### src/rtl/xt_kbd_controller.sv
// XT keyboard port controller: queues set-1 scancodes and presents them one at a time
// on port 60h with IRQ1, releasing the next code after a port 61h bit-7 acknowledge.
module xt_kbd_controller #(
    parameter int unsigned DEPTH = 8,
    parameter int unsigned CW    = $clog2(DEPTH) + 1
) (
    input  logic          iClk,
    input  logic          iRst,
    input  logic          iCodeValid,
    input  logic [7:0]    iCode,
    input  logic [19:0]   iAddr,
    input  logic          iRd,
    input  logic          iWr,
    input  logic [7:0]    iWrData,
    output logic          oSel,
    output logic [7:0]    oData,
    output logic          oIrq,
    output logic          oOverflow,
    output logic [CW-1:0] oCount
);

    localparam int unsigned AW = $clog2(DEPTH);

    typedef enum logic [1:0] {
        ST_IDLE    = 2'd0,
        ST_LOAD    = 2'd1,
        ST_PRESENT = 2'd2,
        ST_HOLD    = 2'd3
    } state_t;

    state_t          state_q, state_d;
    logic [7:0]      mem_q [DEPTH];
    logic [AW-1:0]   wr_ptr_q, wr_ptr_d;
    logic [AW-1:0]   rd_ptr_q, rd_ptr_d;
    logic [CW-1:0]   count_q, count_d;
    logic [7:0]      latch_q, latch_d;
    logic            irq_q, irq_d;
    logic            sel_q, sel_d;
    logic            ovf_q, ovf_d;

    logic            ack_c, ack_set_c, ack_clr_c;
    logic            full_c, empty_c;
    logic            push_c, pop_c;
    logic            unused_c;

    // Only the low 12 address bits and write-data bit 7 matter to this block.
    assign unused_c  = ^{iAddr[19:12], iWrData[6:0]};

    assign ack_c     = iWr && (iAddr[11:0] == 12'h061);
    assign ack_set_c = ack_c && iWrData[7];
    assign ack_clr_c = ack_c && !iWrData[7];
    assign full_c    = (count_q == CW'(DEPTH));
    assign empty_c   = (count_q == '0);

    // Next-state, FIFO bookkeeping and output decode.
    always_comb begin
        state_d  = state_q;
        latch_d  = latch_q;
        pop_c    = 1'b0;
        push_c   = 1'b0;
        wr_ptr_d = wr_ptr_q;
        rd_ptr_d = rd_ptr_q;
        count_d  = count_q;
        ovf_d    = ovf_q;
        irq_d    = 1'b0;
        sel_d    = 1'b0;

        // The head is popped into the latch on the edge that enters LOAD.
        case (state_q)
            ST_IDLE: begin
                if (ack_set_c) begin
                    state_d = ST_HOLD;
                end else if (!empty_c) begin
                    state_d = ST_LOAD;
                    pop_c   = 1'b1;
                    latch_d = mem_q[rd_ptr_q];
                end
            end
            ST_LOAD: begin
                state_d = ST_PRESENT;
            end
            ST_PRESENT: begin
                if (ack_set_c) begin
                    state_d = ST_HOLD;
                    latch_d = 8'h00;
                end
            end
            ST_HOLD: begin
                latch_d = 8'h00;
                if (ack_clr_c) begin
                    if (!empty_c) begin
                        state_d = ST_LOAD;
                        pop_c   = 1'b1;
                        latch_d = mem_q[rd_ptr_q];
                    end else begin
                        state_d = ST_IDLE;
                    end
                end
            end
            default: begin
                state_d = ST_IDLE;
                latch_d = 8'h00;
            end
        endcase

        push_c = iCodeValid && (!full_c || pop_c);
        if (iCodeValid && full_c && !pop_c) begin
            ovf_d = 1'b1;
        end

        if (push_c) begin
            wr_ptr_d = wr_ptr_q + AW'(1);
        end
        if (pop_c) begin
            rd_ptr_d = rd_ptr_q + AW'(1);
        end

        case ({push_c, pop_c})
            2'b10:   count_d = count_q + CW'(1);
            2'b01:   count_d = count_q - CW'(1);
            default: count_d = count_q;
        endcase

        irq_d = (state_d == ST_PRESENT);
        sel_d = iRd && (iAddr[11:0] == 12'h060);
    end

    // State and control registers; reset overrides everything.
    always_ff @(posedge iClk) begin
        if (iRst) begin
            state_q  <= ST_IDLE;
            wr_ptr_q <= '0;
            rd_ptr_q <= '0;
            count_q  <= '0;
            latch_q  <= 8'h00;
            irq_q    <= 1'b0;
            sel_q    <= 1'b0;
            ovf_q    <= 1'b0;
        end else begin
            state_q  <= state_d;
            wr_ptr_q <= wr_ptr_d;
            rd_ptr_q <= rd_ptr_d;
            count_q  <= count_d;
            latch_q  <= latch_d;
            irq_q    <= irq_d;
            sel_q    <= sel_d;
            ovf_q    <= ovf_d;
        end
    end

    // FIFO storage needs no reset; occupancy is tracked by count_q.
    always_ff @(posedge iClk) begin
        if (!iRst && push_c) begin
            mem_q[wr_ptr_q] <= iCode;
        end
    end

    assign oSel      = sel_q;
    assign oData     = latch_q;
    assign oIrq      = irq_q;
    assign oOverflow = ovf_q;
    assign oCount    = count_q;

endmodule

### config.mk
export PLATFORM = sky130hd
export DESIGN_NAME = xt_kbd_controller
export DESIGN_NICKNAME = d
export VERILOG_FILES = /design/src/rtl/xt_kbd_controller.sv
export SDC_FILE = /design/constraint.sdc
export NUM_CORES = 1
export LEC_CHECK = 0
export CAP_MARGIN = 10
export CORE_MARGIN = 2
export CORE_UTILIZATION = 49
export DETAILED_ROUTE_END_ITERATION = 8
export PLACE_DENSITY = 0.76
export SKIP_CTS_REPAIR_TIMING = 1
export SLEW_MARGIN = 15
export SYNTH_ARGS = -nofsm -noshare
export SYNTH_HDL_FRONTEND = slang
export SYNTH_SLANG_ARGS = --single-unit
### constraint.sdc
create_clock -name iClk -period 3.7 [get_ports iClk]
set_input_delay 0.74 -clock iClk [delete_from_list [all_inputs] [get_ports iClk]]
set_output_delay 0.74 -clock iClk [all_outputs]
set_load 0.005 [all_outputs]
==> flow_metrics.py <==
metrics = {
    "drt": {
        "num_vias": 2299,
        "totalWireLength_mm": 7.17,
        "drc_errors": 0,
        "drtAntennaViolNets": 0,
        "dr.pass1.iters": 4,
        "wl_per_cell_um": 17.2,
        "drt-initial-drc-count": 162,
        "viasPerCell": 5.53,
    },
    "yosys": {
        "syn_avg_cell_area_um2": 15.1,
        "synth_compound_area_frac": 0.0627,
        "synth-edff-count": 64,
        "synthSimpleGateAreaFrac": 0.106,
        "synth_xor_area_frac": 0.00910,
        "yosysUniqueCellTypes": 45,
        "synth_top_family_by_area": "multiplexers",
        "ys_seq_area_frac": 0.634,
        "async_reset_ff_frac": 0,
        "synth_seq_cells": 90,
        "synth-main-ff-cell": "edfxtp_1",
        "syn_nets": 306,
        "synth_fa_ha_area_frac": 0.0325,
        "yosys_warnings": 0,
        "netlist_instances": 255,
        "synthMuxAreaShare": 0.136,
        "syn-cell-area_um2": 3850,
    },
    "critical_path": {
        "worstPathRequired_ns": 3.97,
        "path_max_fanout": 5,
        "critPathCaptureType": "flip-flop",
        "startpoint_type": "input port",
        "worst_ep_arrival_time_ns": 3.80,
        "crit_path_max_incr_delay_ns": 0.55,
        "slowest_stage": "or4_4",
        "worstSetupPathType": "input port to flip-flop",
        "cpLargestDelayFamily": "simple AND/OR/NAND/NOR gates",
        "worst-path-buf-inv": 2,
        "cp_cell_sequence": "clkdlybuf4s50_1, or4_4, or4_4, a21oi_4, a31oi_4, inv_2, ha_2, xor2_2, ha_2, a21oi_1, xor2_1, or3_1, a21oi_1",
    },
    "placement": {
        "io_buffers": 40,
        "place_area_um2": 4440,
        "dpl.hpwl_mm": 4.60,
        "gp_congestion": 0.815,
    },
    "clock_tree": {
        "cts_sinks": 90,
        "cts.path.max_buffers": 2,
        "cts_tree": "built",
        "root_buffer": "clkbuf_8",
        "cts_buffers": 9,
        "htree_levels": 3,
        "clk_pin_slew_ns": 0.09,
        "clkLatencyLatePin_ns": 0.36,
    },
    "die": {
        "ioPinCount": 56,
        "coreArea_um2": 7690,
        "die_h_um": 92.6,
        "die_w_um": 92.6,
        "die-area_um2": 8580,
        "rows": 32,
        "start_util": 0.501,
    },
    "timing": {
        "max_freq_ghz": 0.283,
        "slew_headroom": 0.304,
        "finalCriticalPeriod_ns": 3.53,
        "period_share": 0.953,
        "hold_viol": 0,
        "finalMaxSlewViolations": 0,
        "skew_ns": 0.0117,
        "setup_viol": 0,
        "setup_tns_ns": 0,
        "worst_pin_slew_ns": 1.04,
        "grt_setup_unrepaired": "no",
    },
    "worst_hold_path": {
        "hold_path.class": "flip-flop to flip-flop",
    },
    "final_layout": {
        "drive_above_1_share": 0.185,
        "fin_area_um2": 4700,
        "nNetsFinal": 360,
        "syn2layout_area_growth_pct": 22.0,
        "diodes": 0,
    },
    "global_route": {
        "grt-ovfl-total": 0,
        "track_usage": 0.181,
        "grt_pass1_wl_mm": 11.4,
        "antenna_found_initial": 0,
        "grt_pass1_vias": 2234,
        "grt_max_degree": 26,
    },
    "run_status": {
        "status": "finished, final reports clean",
    },
    "pwr": {
        "ir_drop_uv": 274,
        "leakagePower_nw": 1.58,
        "p_per_area_nw_per_um2": 621,
    },
    "job": {
        "max_cap_viol_count": 0,
    },
}
## routing by layer
metal,GRT usage,part of all wire,wire length [um],vias to the layer above
met3,0.0496,0.059,424,7
met1,0.235,0.44,3130,1121
met4,0.0797,0.012,89,0
li1,-,-,-,1108
met5,0,0,0,-
met2,0.286,0.49,3520,63
## registers in the layout (all words and copies together) (netlist names), named ones only
name	cells
wr_ptr_q	3
state_q	2
oData	8
oSel	1
oCount	4
rd_ptr_q	3
mem_q	64
oOverflow	1
oIrq	1
## synth_stat cells (3+ instances only)
library cell,number,share of area
nor3_1,6,0.0078
nor2b_1,5,0.0081
nor2_1,14,0.014
nand2_1,5,0.0049
xor2_1,4,0.0091
a21oi_1,9,0.012
dfxtp_1,26,0.14
nand2b_1,6,0.0098
mux4_2,16,0.094
edfxtp_1,64,0.50
o2bb2ai_1,7,0.016
nor4_1,3,0.0049
o21ai_0,3,0.0039
nand3_1,4,0.0052
a31oi_1,4,0.0065
inv_1,7,0.0068
clkbuf_1,8,0.0078
mux2i_1,12,0.031
mux2_1,4,0.012
or3_1,4,0.0065
ha_1,10,0.032
## final timing paths
path / start / depth (start not counted) / endpoint / slack [ns]
worst max-delay path: iAddr[8] / 13 / oCount[2] / 0.17
worst min-delay path: oOverflow / 2 / oOverflow / 0.46
worst max register to register: state_q[0] / 13 / oCount[2] / 0.90
worst min register to register: oOverflow / 2 / oOverflow / 0.46
## layout make-up
type	instances	area, um^2
clock inverter	6	96.3
fill	570	2990
tap	102	128
timing repair buffer	54	505
inverter	8	30.0
multi-input combinational	146	1370
clock buffer	10	128
sequential	90	2440
## kinds of logic (layout without fill, tap and decap cells)
group           count (synthesis)  in the layout
flops                          90             90
simple gates                   66             66
xor+xnor                        4              4
mux                            32             32
compound gates                 34             34
buf+inv                        19             78
fa+ha+maj                      10             10
## stage by stage
stage / total power [mW] / cells / hold slack [ns] / setup WS (ns) / utilization
CTS: 2.92 / 416 / 0.461 / 0.0642 / 0.607
detailed placement: 2.17 / 400 / 0.446 / -0.306 / 0.577
global route: 3.09 / 416 / 0.494 / 0.0197 / 0.611
floorplan: 1.84 / 255 / 0.442 / 0.0821 / -
global placement: 2.15 / 400 / 0.435 / -0.228 / 0.577
finish: 2.92 / 416 / 0.457 / 0.172 / 0.611
## worst register-to-register path, cell delays in order (launching register included)
cell,delay [ns]
dfxtp_1,0.43
inv_1,0.09
ha_1,0.34
nor2_1,0.20
o21ai_0,0.18
a31oi_4,0.19
inv_2,0.06
ha_2,0.20
xor2_2,0.14
ha_2,0.18
a21oi_1,0.15
xor2_1,0.11
or3_1,0.31
a21oi_1,0.14
## power by group
part | total [mW] | leakage (nW) | internal (mW) | switching, mW
logic | 0.885 | 0.678 | 0.471 | 0.414
clock network | 0.748 | 0.109 | 0.390 | 0.358
registers | 1.28 | 0.791 | 1.17 | 0.112
total | 2.92 | 1.58 | 2.03 | 0.885
## cell usage in the layout (no fill, tap or decap), types with 6 or more instances in the layout
master / netlist / routed
mux2i_1: 12 / 12
nand2b_1: 6 / 6
ha_1: 10 / 8
a21oi_1: 9 / 9
nor2_1: 14 / 14
dfxtp_1: 26 / 26
inv_1: 7 / 7
clkdlybuf4s50_1: 0 / 40
clkbuf_8: 0 / 9
edfxtp_1: 64 / 64
buf_4: 0 / 14
o2bb2ai_1: 7 / 7
nor3_1: 6 / 6
mux4_2: 16 / 16
Note: power is estimated with default switching activity, not from simulation.
